[src/rtl/fp_pkg.sv]
// Shared definitions for the FP coprocessor dispatch path (indecode/outdecode).
package fp_pkg;

    localparam int unsigned DATA_W = 32;
    localparam int unsigned TAG_W  = 3;

    localparam logic [TAG_W-1:0] OP_ADD  = 3'b000;
    localparam logic [TAG_W-1:0] OP_MUL  = 3'b001;
    localparam logic [TAG_W-1:0] OP_SINE = 3'b010;
    localparam logic [TAG_W-1:0] OP_NONE = 3'b111;

    typedef enum logic {
        IDLE  = 1'b0,
        ISSUE = 1'b1
    } state_t;

    function automatic logic op_legal(input logic [TAG_W-1:0] op);
        return (op == OP_ADD) || (op == OP_MUL) || (op == OP_SINE);
    endfunction

endpackage

[src/rtl/op_tag_fifo.sv]
// In-order tag FIFO; head reads as all-ones when empty.
module op_tag_fifo #(
    parameter int unsigned W     = 3,
    parameter int unsigned DEPTH = 8
) (
    input  logic         clk,
    input  logic         n_rst,
    input  logic         push,
    input  logic         pop,
    input  logic [W-1:0] din,
    output logic         full,
    output logic         empty,
    output logic [W-1:0] head
);
    localparam int unsigned AW = $clog2(DEPTH);

    logic [W-1:0]  mem_q [DEPTH];
    logic [AW-1:0] wr_ptr_q, rd_ptr_q;
    logic [AW:0]   count_q;
    logic          do_push, do_pop;

    assign full    = (count_q == (AW+1)'(DEPTH));
    assign empty   = (count_q == '0);
    assign do_push = push && !full;
    assign do_pop  = pop && !empty;
    assign head    = empty ? '1 : mem_q[rd_ptr_q];

    always_ff @(posedge clk or negedge n_rst) begin
        if (!n_rst) begin
            for (int unsigned i = 0; i < DEPTH; i++) mem_q[i] <= '0;
            wr_ptr_q <= '0;
            rd_ptr_q <= '0;
            count_q  <= '0;
        end else begin
            if (do_push) begin
                mem_q[wr_ptr_q] <= din;
                wr_ptr_q        <= wr_ptr_q + 1'b1;
            end
            if (do_pop) rd_ptr_q <= rd_ptr_q + 1'b1;
            case ({do_push, do_pop})
                2'b10:   count_q <= count_q + 1'b1;
                2'b01:   count_q <= count_q - 1'b1;
                default: count_q <= count_q;
            endcase
        end
    end

endmodule

[src/rtl/indecode.sv]
// FP coprocessor input dispatcher: accepts one CPU request, issues it to the
// add/mul/sine unit with a one-cycle start pulse and records its tag in order.
module indecode
    import fp_pkg::*;
#(
    parameter int unsigned DATA_W = 32,
    parameter int unsigned TAG_W  = 3,
    parameter int unsigned DEPTH  = 8
) (
    input  logic              clk,
    input  logic              n_rst,
    input  logic              cpu_push,
    input  logic [TAG_W-1:0]  cpu_opcode,
    input  logic [DATA_W-1:0] cpu_op_a,
    input  logic [DATA_W-1:0] cpu_op_b,
    output logic              cpu_hold,
    output logic              op_err,
    input  logic              add_busy,
    input  logic              mul_busy,
    input  logic              sine_busy,
    output logic              add_start,
    output logic              mul_start,
    output logic              sine_start,
    output logic [DATA_W-1:0] unit_a,
    output logic [DATA_W-1:0] unit_b,
    input  logic              op_fifo_pop,
    output logic [TAG_W-1:0]  fifo_out,
    output logic              op_fifo_empty
);
    state_t            state_q;
    logic [TAG_W-1:0]  opc_q;
    logic [DATA_W-1:0] a_q, b_q;
    logic              add_start_q, mul_start_q, sine_start_q, op_err_q;
    logic              fifo_full, unit_busy, issue_go;

    always_comb begin
        unit_busy = 1'b1;
        case (opc_q)
            OP_ADD:  unit_busy = add_busy;
            OP_MUL:  unit_busy = mul_busy;
            OP_SINE: unit_busy = sine_busy;
            default: unit_busy = 1'b1;
        endcase
    end

    assign cpu_hold = (state_q == ISSUE) | fifo_full;
    assign issue_go = (state_q == ISSUE) && !unit_busy && !fifo_full;

    always_ff @(posedge clk or negedge n_rst) begin
        if (!n_rst) begin
            state_q      <= IDLE;
            opc_q        <= '0;
            a_q          <= '0;
            b_q          <= '0;
            add_start_q  <= 1'b0;
            mul_start_q  <= 1'b0;
            sine_start_q <= 1'b0;
            op_err_q     <= 1'b0;
        end else begin
            add_start_q  <= 1'b0;
            mul_start_q  <= 1'b0;
            sine_start_q <= 1'b0;
            op_err_q     <= 1'b0;
            case (state_q)
                IDLE: begin
                    if (cpu_push && !cpu_hold) begin
                        opc_q <= cpu_opcode;
                        a_q   <= cpu_op_a;
                        b_q   <= cpu_op_b;
                        if (op_legal(cpu_opcode)) state_q  <= ISSUE;
                        else                      op_err_q <= 1'b1;
                    end
                end
                ISSUE: begin
                    if (issue_go) begin
                        add_start_q  <= (opc_q == OP_ADD);
                        mul_start_q  <= (opc_q == OP_MUL);
                        sine_start_q <= (opc_q == OP_SINE);
                        state_q      <= IDLE;
                    end
                end
                default: state_q <= IDLE;
            endcase
        end
    end

    // Tag is pushed on the issue edge, so it is visible alongside the start pulse.
    op_tag_fifo #(
        .W     (TAG_W),
        .DEPTH (DEPTH)
    ) u_fifo (
        .clk   (clk),
        .n_rst (n_rst),
        .push  (issue_go),
        .pop   (op_fifo_pop),
        .din   (opc_q),
        .full  (fifo_full),
        .empty (op_fifo_empty),
        .head  (fifo_out)
    );

    assign add_start  = add_start_q;
    assign mul_start  = mul_start_q;
    assign sine_start = sine_start_q;
    assign op_err     = op_err_q;
    assign unit_a     = a_q;
    assign unit_b     = b_q;

endmodule

[config.mk]
export PLATFORM = sky130hd
export DESIGN_NAME = indecode
export DESIGN_NICKNAME = d
export VERILOG_FILES = /design/src/rtl/fp_pkg.sv /design/src/rtl/op_tag_fifo.sv /design/src/rtl/indecode.sv
export SDC_FILE = /design/constraint.sdc
export NUM_CORES = 1
export LEC_CHECK = 0
export CAP_MARGIN = 20
export CORE_MARGIN = 3
export CORE_UTILIZATION = 40
export CTS_BUF_LIST = sky130_fd_sc_hd__clkbuf_4 sky130_fd_sc_hd__clkbuf_8
export CTS_CLUSTER_DIAMETER = 100
export DETAILED_ROUTE_END_ITERATION = 10
export GPL_ROUTABILITY_DRIVEN = 0
export PLACE_DENSITY = 0.81
export RECOVER_POWER = 25
export SLEW_MARGIN = 20
export SYNTH_ARGS = -nofsm -noshare
export SYNTH_HDL_FRONTEND = slang
export SYNTH_SLANG_ARGS = --single-unit
[constraint.sdc]
create_clock -name clk -period 2.5 [get_ports clk]
set_clock_uncertainty 0.05 [all_clocks]
set_input_delay 0.75 -clock clk [delete_from_list [all_inputs] [get_ports clk]]
set_output_delay 0.75 -clock clk [all_outputs]
set_load 0.02 [all_outputs]
* Yosys cells after proc, flatten, opt, wreduce, memory -nomap -nowiden *
Cells that the tools add are included.

operators by class
  shift-type cells = 0
  divide/modulo/power cells = 0
  equal/unequal tests = 7
  muxes and demuxes = 22
  multiply operators = 0
  reduce and logical (&&, ||, !) cells = 17
  $add $sub $neg = 4
  magnitude comparators = 3
  bitwise logic cells = 4

operator list
  cell                                                      count
  bitwise mux 24 bit                                        1
  two-way mux 1 bit                                         12
  two-way mux 3 bit                                         4
  binary-select mux 3 bit (select 3 bit)                    1
  demux 3 bit (select 3 bit)                                1
  greater-or-equal comparator 4 bit, second input constant  2
  NOT 3 -> 4 bit                                            2
  case mux 4 bit (2 select lines)                           1
  adder 3 x 1 -> 3 bit, second input constant               2
  == test 3 x 1 -> 1 bit, second input constant             2
  == test 3 x 2 -> 1 bit, second input constant             2
  logical AND 1 bit                                         6
  logical NOT 3 bit                                         2
  adder 4 x 1 -> 4 bit, second input constant               1
  == test 4 bit, second input constant                      1
  logical NOT 1 bit                                         4
  logical NOT 4 bit                                         1
  < comparator 4 x 1 -> 1 bit, second input constant        1
  subtractor 4 x 1 -> 4 bit, second input constant          1
  case mux 1 bit (3 select lines)                           1
  == test 2 x 1 -> 1 bit, second input constant             1
  == test 2 bit, second input constant                      1
  logical OR 1 bit                                          2
  case mux 1 bit (2 select lines)                           1
  other kinds (4)                                           4

word-level totals
  bits in read-only memories = 0
  register bits = 106
  latch bits = 0
  memories = 0
  input port bits = 74
  word-level logic and storage cells = 76
  RAM bits = 0

* Depth between registers and ports, before layout *
Gate-level depths: netlist of the first run.

  word-level depth = 8
  depth in mapped cells = 11
  depth with buffers taken out = 10

* Modules after synthesis *
A second synthesis of the first run with hierarchy kept.

second synthesis, totals
  cells, all modules = 285
  area total of the unflattened synthesis = 4504.3 um^2

modules (own cells, without submodules)
  module       cells each  area an instance (um^2)  instances
  indecode     163         2712.6                   1
  op_tag_fifo  122         1791.7                   1

* Worst setup path after synthesis of the first run *
OpenSTA, ideal clock, no wires.

  path kind = input to register
  start point = input port add_busy
  end point = register u_fifo.count_q[2]
  arrival = 2651 ps
  stages = 11
  library setup time = 126 ps
  setup slack = -327 ps
  required time = 2324 ps
  path buffers = 1
  path through = or3b_2 and2_1 clkbuf_1 nand2_1 ha_1 xor2_1 ha_1 a21oi_1 xor2_1 nor2_1 xor2_1

on the way
  longest elaborated chain between the ends = 7

RTL lines
  element                                                                line               text
  start, declared                                                        indecode.sv:18     input logic add_busy,
  case mux 1 bit (3 select lines) *                                      indecode.sv:38     case (opc_q)
  logical NOT 1 bit *                                                    indecode.sv:47     assign issue_go = (state_q == ISSUE) && !unit_busy && !fifo_full;
  logical AND 1 bit * (2 in series)                                      indecode.sv:47
  logical AND 1 bit *                                                    op_tag_fifo.sv:24  assign do_push = push && !full;
  == test 2 x 1 -> 1 bit or == test 2 bit (tied branches)                op_tag_fifo.sv:40  case ({do_push, do_pop})
  case mux 4 bit (2 select lines) or nonzero test 2 bit (tied branches)  n/a
  end signal, assigned                                                   op_tag_fifo.sv:41  2'b10: count_q <= count_q + 1'b1;
  end signal, assigned                                                   op_tag_fifo.sv:42  2'b01: count_q <= count_q - 1'b1;
  end signal, assigned                                                   op_tag_fifo.sv:43  default: count_q <= count_q;
  end, declared                                                          op_tag_fifo.sv:19  logic [AW:0] count_q;

Every way passes the cells marked *; elsewhere a longest branch is shown, timed or not.
A chain may end at the register's enable or synchronous reset.

* Final worst setup path of the first run *
  start point = register u_fifo.rd_ptr_q[0]
  end point = output port fifo_out[1]

on the way
  longest elaborated chain between the ends = 5

RTL lines
  element                                                line               text
  start, declared                                        op_tag_fifo.sv:18  logic [AW-1:0] wr_ptr_q, rd_ptr_q;
  start signal, assigned                                 op_tag_fifo.sv:39  if (do_pop) rd_ptr_q <= rd_ptr_q + 1'b1;
  NOT 3 -> 4 bit (implied by the code)                   op_tag_fifo.sv:26  assign head = empty ? '1 : mem_q[rd_ptr_q];
  binary-select mux 3 bit (select 3 bit)                 op_tag_fifo.sv:26
  two-way mux 3 bit (implied by the code) (2 in series)  op_tag_fifo.sv:26
  two-way mux 3 bit                                      op_tag_fifo.sv:26
  end, declared                                          indecode.sv:27     output logic [TAG_W-1:0] fifo_out,

Every way passes these cells. The select of a mux whose other input is x is not followed.

==> results of run 1 <==
==> how the worst max path moves through the flow <==
stage | slack (ns) | endpoint | from | depth (start not counted)
2_1_floorplan | -0.004 | u_fifo.count_q[2] | add_busy | 11
3_3_place_gp | -0.43 | u_fifo.count_q[2] | mul_busy | 11
3_5_place_dp | -0.47 | u_fifo.count_q[3] | mul_busy | 10
4_1_cts | -0.11 | fifo_out[0] | u_fifo.rd_ptr_q[0] | 5
5_1_grt | -0.20 | unit_a[12] | n_rst | 2
6_report | -0.08 | fifo_out[1] | u_fifo.rd_ptr_q[0] | 5
==> layout make-up <==
cell class | instances | area, µm² | area share [%]
clock buffer | 10 | 131 | 1.99
timing repair buffer | 173 | 1680 | 25.5
sequential | 106 | 2650 | 40.2
tap | 140 | 175 | 2.66
multi-input combinational | 165 | 1820 | 27.5
clock inverter | 5 | 128 | 1.93
inverter | 3 | 11.3 | 0.171
==> timing repair <==
action / 4_1_cts / 5_1_grt
pin swaps: 0 / 12
gates cloned: 0 / 0
setup buffers: 0 / 1
setup endpoints to repair: 7 / 7
resized for setup: 28 / 10
endpoints found under the hold margin: 0 / 0
==> state kept, by name, indices dropped and copies added, names as in the netlist <==
register,flops
sine_start,1
u_fifo.rd_ptr_q,3
op_err,1
add_start,1
u_fifo.wr_ptr_q,3
u_fifo.mem_q,24
mul_start,1
state_q,1
unit_b,32
unit_a,32
opc_q,3
u_fifo.count_q,4
==> power by group through the flow <==
stage	logic [mW]	clock network, mW	registers [mW]
2_1_floorplan	1.91	0	3.60
3_3_place_gp	4.36	0	2.98
3_5_place_dp	4.46	0	3.04
4_1_cts	4.49	1.38	3.03
5_1_grt	4.78	1.46	3.14
6_report	4.50	1.33	3.02
==> kinds of logic after synthesis <==
| family | after synthesis |
|---|---|
| XOR/XNOR | 9 |
| multiplexers | 96 |
| adder cells (fa/ha/maj) | 5 |
| AND/OR/NAND/NOR | 46 |
| AO/OA/AOI/OAI | 9 |
| buffers and inverters | 17 |
| flip-flops | 106 |
==> stage by stage <==
step / instances / worst slack, ns
3_3_place_gp: 586 / -0.430
6_report: 602 / -0.0778
3_5_place_dp: 586 / -0.466
4_1_cts: 601 / -0.110
5_1_grt: 602 / -0.203
2_1_floorplan: 288 / -0.00403
==> routing by layer <==
layer / wire (µm) / up-vias
met3: 903 / 10
met4: 89 / 0
met5: 0 / -
met2: 5260 / 96
li1: - / 1357
met1: 3980 / 1481
==> placed cells by master, fill, tap and decap left out, types with 2 or more instances in the layout <==
master / n
clkbuf_4: 2
mux4_2: 6
a21oi_2: 3
xor2_1: 4
or4_1: 3
bufinv_16: 4
ha_1: 3
mux2_4: 30
dlymetal6s2s_1: 2
and4_1: 2
mux2i_1: 4
buf_12: 2
xnor2_1: 5
dfrtp_1: 106
nor2b_1: 6
clkdlybuf4s50_1: 138
nand2b_1: 2
buf_6: 4
nor2_1: 3
nand2_1: 8
mux2_2: 56
inv_1: 3
clkbuf_2: 2
and2_1: 4
a21oi_1: 2
buf_4: 22
nor3_1: 3
clkbuf_8: 9
nor3b_1: 2
==> run_results.csv, run 1 <==
group,metric,value,unit
timing,tightest_slew,1.45,ns
global_route,grt_pass1_wl,17000,µm
power,powerDensity,1340,nW/µm²
synthesis,synthAdderAreaFrac,1.40,%
timing,setup_viol,3,
power,ir_drop,686,µV
run,cap_violations,0,
critical_path,r2r-start,"u_fifo.count_q[2]",
global_route,top_usage_layer,"met2",
cells_and_area,drive_above_1_share,33.1,%
power,seq_power_share,34.1,%
drt,drtIter0Drc,89,
cells_and_area,n_antenna_cell,0,
die,die_area,12500,µm²
timing,layout_min_cycle_time,2.58,ns
synthesis,synth_edf_count,0,
synthesis,synth-seq-cells,106,
placed_design,port_buffers,146,
critical_path,cp-start-kind,"flop",
clock_tree,cts_tree,"done",
global_route,first_global_vias,3258,
die,fp.dieH,112,µm
die,core-area,10900,µm²
cells_and_area,fin_area,6600,µm²
power,power.total,8.84,mW
global_route,grt_max_degree,55,
drt,vias,2944,
critical_path,worstSetupEndpointType,"output port",
power,power_switching,3.04,mW
die,io_pins,147,
critical_path,crit_chain,"buf_12 -> mux4_2 -> mux2i_1 -> nand2_1 -> buf_6",
timing,rsz0062_at_grt,"yes",
power,leakagePower,2.90,nW
outcome,status,"finished with violations",
synthesis,synth_top_area_share,59.2,%
synthesis,yosysMostFrequentCell,"dfrtp_1",
synthesis,async_flop_share,100,%
synthesis,yosysSeqAreaShare,59.2,%
worst_hold_path,hold_depth,1,
global_route,antenna_found_initial,0,
synthesis,synth_top_family_by_area,"multiplexers",
die,start_util,41.1,%
clock_tree,numCtsBuffers,9,
clock_tree,cts_max_path_buffers,2,
synthesis,synth.area.top_cells,"dfrtp_1 59%, mux2_2 14%, mux2_4 10%",
critical_path,crit_type,"reg2out",
critical_path,r2r_setup_slack,0.13,ns
die,core.rowCount,38,
critical_path,worst_ep_arrival_time,1.78,ns
synthesis,muxShareOfSynthArea,28.1,%
drt,drc_errors,0,
clock_tree,clkSinkCount,106,
power,p_int,5.81,mW
power,comb_power_share,50.9,%
global_route,gr-total-overflow,0,
cells_and_area,areaGrowthSynthToFinish,47.3,%
synthesis,synth_xor_area_share,1.76,%
clock_tree,ctsHoldBuffers,0,
global_route,grt_usage,17.2,%
clock_tree,cts_max_level,3,
timing,fin_crit_sh,103,%
critical_path,r2r_end,"u_fifo.count_q[2]",
synthesis,ys.flop_type,"dfrtp_1",
global_route,grt_use_met1,19.6,%
die,die_w,112,µm
worst_hold_path,min_path_type,"reg2reg",
synthesis,synth-simple-area-share,6.29,%
outcome,violations,"negative setup slack",
drt,viasPerCell,4.89,
clock_tree,root_buffer,"clkbuf_8",
clock_tree,insertion_delay,0.36,ns
critical_path,slowest_stage,"mux4_2",
timing,max_freq,388,MHz
critical_path,reg2reg_depth,11,
placed_design,place_hpwl,7740,µm
global_route,grtUsageMet2,29.5,%
global_route,grtUsageMet3,7.77,%
critical_path,crit_path_max_incr_delay,0.50,ns
synthesis,syn_inst,288,
synthesis,netlist_area,4480,µm²
drt,first_pass_iters,4,
synthesis,synth_compound_area_share,1.09,%
timing,tns,-0.191,ns
drt,wire_per_inst,17.0,µm
power,clockPowerShare,15.0,%
synthesis,synth.distinct_cells,35,
critical_path,crit_buf_inv,2,
critical_path,crit_required,1.70,ns
synthesis,yosys-top-cells-count,"106 x dfrtp_1, 56 x mux2_2, 30 x mux2_4",
worst_hold_path,whs_endpoint,"u_fifo.mem_q[5]",
timing,fin_hold_ws,0.450,ns
synthesis,syn_nets,367,
power,swShare,34.4,%
drt,final_antenna_net_count,0,
critical_path,path_max_fanout,7,
cells_and_area,fin_util,60.6,%
placed_design,post_dp_cell_area,6310,µm²
synthesis,yosys_warnings,0,
synthesis,syn_avg_cell_area,15.5,µm²
critical_path,crit_family,"multiplexers",
synthesis,yosysTopAreaCell,"dfrtp_1",
timing,slew_viol_final,0,
clock_tree,clkTransAtPathRegs,0.10,ns
timing,fin_ws,-0.0778,ns
worst_hold_path,worstHoldStart,"u_fifo.mem_q[5]",
drt,wirelength,10200,µm
cells_and_area,nets,537,
cells_and_area,nFillCells,854,
timing,slew_headroom,3.07,%
timing,hold_violations,0,
(Power assumes the default switching activity.)
==> inputs of run 2 (changes only) <==
- SLEW_MARGIN: 20 -> 10
==> results of run 2 <==
Same layout as run 1: the final DEF is identical, and so are final timing and power.
==> inputs of run 3 (changes only) <==
- CORE_UTILIZATION: 40 -> 43
- PLACE_DENSITY: 0.81 -> 0.86
==> run 3 against run 2 <==
The flow still finishes with violations (negative setup slack); power shrank 3.5%; combinational power increased by 1%; worst setup slack better by 0.0035 ns; cell count fell by 0.50%; critical path depth is the same; design area is 0.83% lower; register-to-register slack lost 0.05 ns; sequential cell count unchanged; fmax rose by 0.14%; non-clock buffer count up 3; die area decreased by 6.6%; global-route usage rose by 0.60 points.
==> run_results.csv, run 3 (synthesized netlist as in run 1, its figures left out) <==
group,metric,value,unit
die,io_pins,147,
global_route,first_global_vias,3165,
power,powerDensity,1300,nW/µm²
critical_path,worstSetupEndpointType,"output port",
timing,fin_ws,-0.0743,ns
clock_tree,cts_tree,"done",
timing,rsz0062_at_grt,"yes",
outcome,violations,"negative setup slack",
power,seq_power_share,35.0,%
outcome,status,"finished with violations",
power,clockPowerShare,11.6,%
timing,hold_violations,0,
worst_hold_path,worstHoldStart,"u_fifo.mem_q[2]",
timing,layout_min_cycle_time,2.57,ns
cells_and_area,final_cell_mix,"139 x clkdlybuf4s50_1, 106 x dfrtp_1, 56 x mux2_2",
critical_path,crit_type,"reg2out",
clock_tree,clkTransAtPathRegs,0.09,ns
cells_and_area,nets,540,
power,p_int,5.48,mW
drt,drc_errors,0,
die,core.rowCount,36,
cells_and_area,n_antenna_cell,0,
worst_hold_path,min_path_type,"reg2reg",
placed_design,port_buffers,146,
die,fp.dieH,108,µm
clock_tree,insertion_delay,0.36,ns
global_route,antenna_found_initial,0,
critical_path,crit_path_max_incr_delay,0.51,ns
critical_path,r2r-start,"u_fifo.count_q[2]",
critical_path,slowest_stage,"mux4_2",
clock_tree,cts_max_path_buffers,2,
timing,fin_hold_ws,0.443,ns
power,power.total,8.54,mW
clock_tree,root_buffer,"clkbuf_8",
placed_design,post_dp_cell_area,6300,µm²
drt,wirelength,10200,µm
clock_tree,numCtsBuffers,9,
drt,viasPerCell,4.93,
timing,setup_viol,3,
critical_path,path_max_fanout,4,
global_route,gr-total-overflow,0,
clock_tree,ctsHoldBuffers,0,
global_route,grt_max_degree,44,
cells_and_area,final_common_cell,"clkdlybuf4s50_1",
critical_path,crit_chain,"buf_6 -> mux4_2 -> mux2i_1 -> nand2_1 -> buf_6",
timing,max_freq,388,MHz
die,die_w,108,µm
timing,fin_crit_sh,103,%
drt,vias,2953,
die,core-area,9950,µm²
die,start_util,45.0,%
cells_and_area,areaGrowthSynthToFinish,46.1,%
global_route,grt_pass1_wl,16000,µm
critical_path,worst_ep_arrival_time,1.77,ns
clock_tree,clkSinkCount,106,
power,comb_power_share,53.3,%
drt,wire_per_inst,17.0,µm
timing,tns,-0.197,ns
timing,slew_viol_final,0,
critical_path,path_common_cell,"buf_6",
power,power_switching,3.06,mW
global_route,grt_usage,17.8,%
cells_and_area,fin_area,6540,µm²
placed_design,place_hpwl,7400,µm
drt,first_pass_iters,4,
critical_path,cp-start-kind,"flop",
drt,final_antenna_net_count,0,
critical_path,crit_required,1.70,ns
cells_and_area,drive_above_1_share,34.3,%
power,ir_drop,683,µV
critical_path,crit_start,"u_fifo.rd_ptr_q[0]",
timing,tightest_slew,1.44,ns
timing,slew_headroom,3.90,%
clock_tree,cts_max_level,3,
drt,drtIter0Drc,106,
power,leakagePower,2.86,nW
run,cap_violations,0,
power,swShare,35.8,%
cells_and_area,nFillCells,720,
die,die_area,11700,µm²
[run 3: what timing repair did]
| item | in CTS | in global routing |
|---|---|---|
| gates cloned | 0 | 0 |
| endpoints found under the setup margin | 8 | 6 |
| endpoints found under the hold margin | 0 | 0 |
| setup buffers | 4 | 0 |
| pin swaps | 5 | 6 |
| resized for setup | 31 | 12 |
[run 3: power groups by stage]
| stage | Combinational, mW | Sequential, mW | Clock, mW |
|---|---|---|---|
| 3_3_place_gp | 4.35 | 2.96 | 0 |
| 6_report | 4.55 | 2.99 | 0.994 |
| 5_1_grt | 4.83 | 3.10 | 1.10 |
| 4_1_cts | 4.53 | 2.98 | 1.03 |
| 2_1_floorplan | 1.91 | 3.60 | 0 |
| 3_5_place_dp | 4.45 | 2.99 | 0 |
[run 3: worst max-delay path: cells and delay by family (launching register included)]
| family | cells | cell delay (ns) |
|---|---|---|
| and+or+nand+nor | 1 | 0.09 |
| DFF | 1 | 0.40 |
| muxes | 2 | 0.65 |
| buffers and inverters | 2 | 0.28 |
[run 3: path summary, 6_finish.rpt]
path | slack (ns) | cells after the start | end
worst max-delay path | -0.07 | 5 | fifo_out[2]
worst min-delay path | 0.44 | 1 | u_fifo.mem_q[2]
worst max register to register | 0.08 | 10 | u_fifo.count_q[3]
worst min register to register | 0.44 | 1 | u_fifo.mem_q[2]
max in group asynchronous | 0.36 | 2 | unit_a[14]
min in group asynchronous | 0.66 | 1 | u_fifo.count_q[0]
[run 3: layout make-up]
type	count	area (µm²)	share of cell area, %
clock buffers	12	159	2.43
clock inverters	4	26.3	0.402
inverters	3	13.8	0.210
multi-input cells	165	1820	27.9
flip-flops and latches	106	2650	40.6
well taps	133	166	2.54
repair buffers	176	1700	26.0
[run 3: routing by layer]
layer  up-vias  wire length (µm)  global-route usage (%)
met5         -                 0                       0
met4         0               162                    5.14
met3        15               745                    7.40
met2        91              5350                    29.6
met1      1487              3950                    21.4
li1       1360                 -                       -
[run 3: through the flow]
step / cells / setup WS, ns / utilization [%]
2_1_floorplan: 288 / -0.00403 / -
3_3_place_gp: 579 / -0.372 / 63.3
3_5_place_dp: 579 / -0.427 / 63.3
4_1_cts: 599 / -0.0981 / 65.6
5_1_grt: 599 / -0.196 / 65.7
6_report: 599 / -0.0743 / 65.7
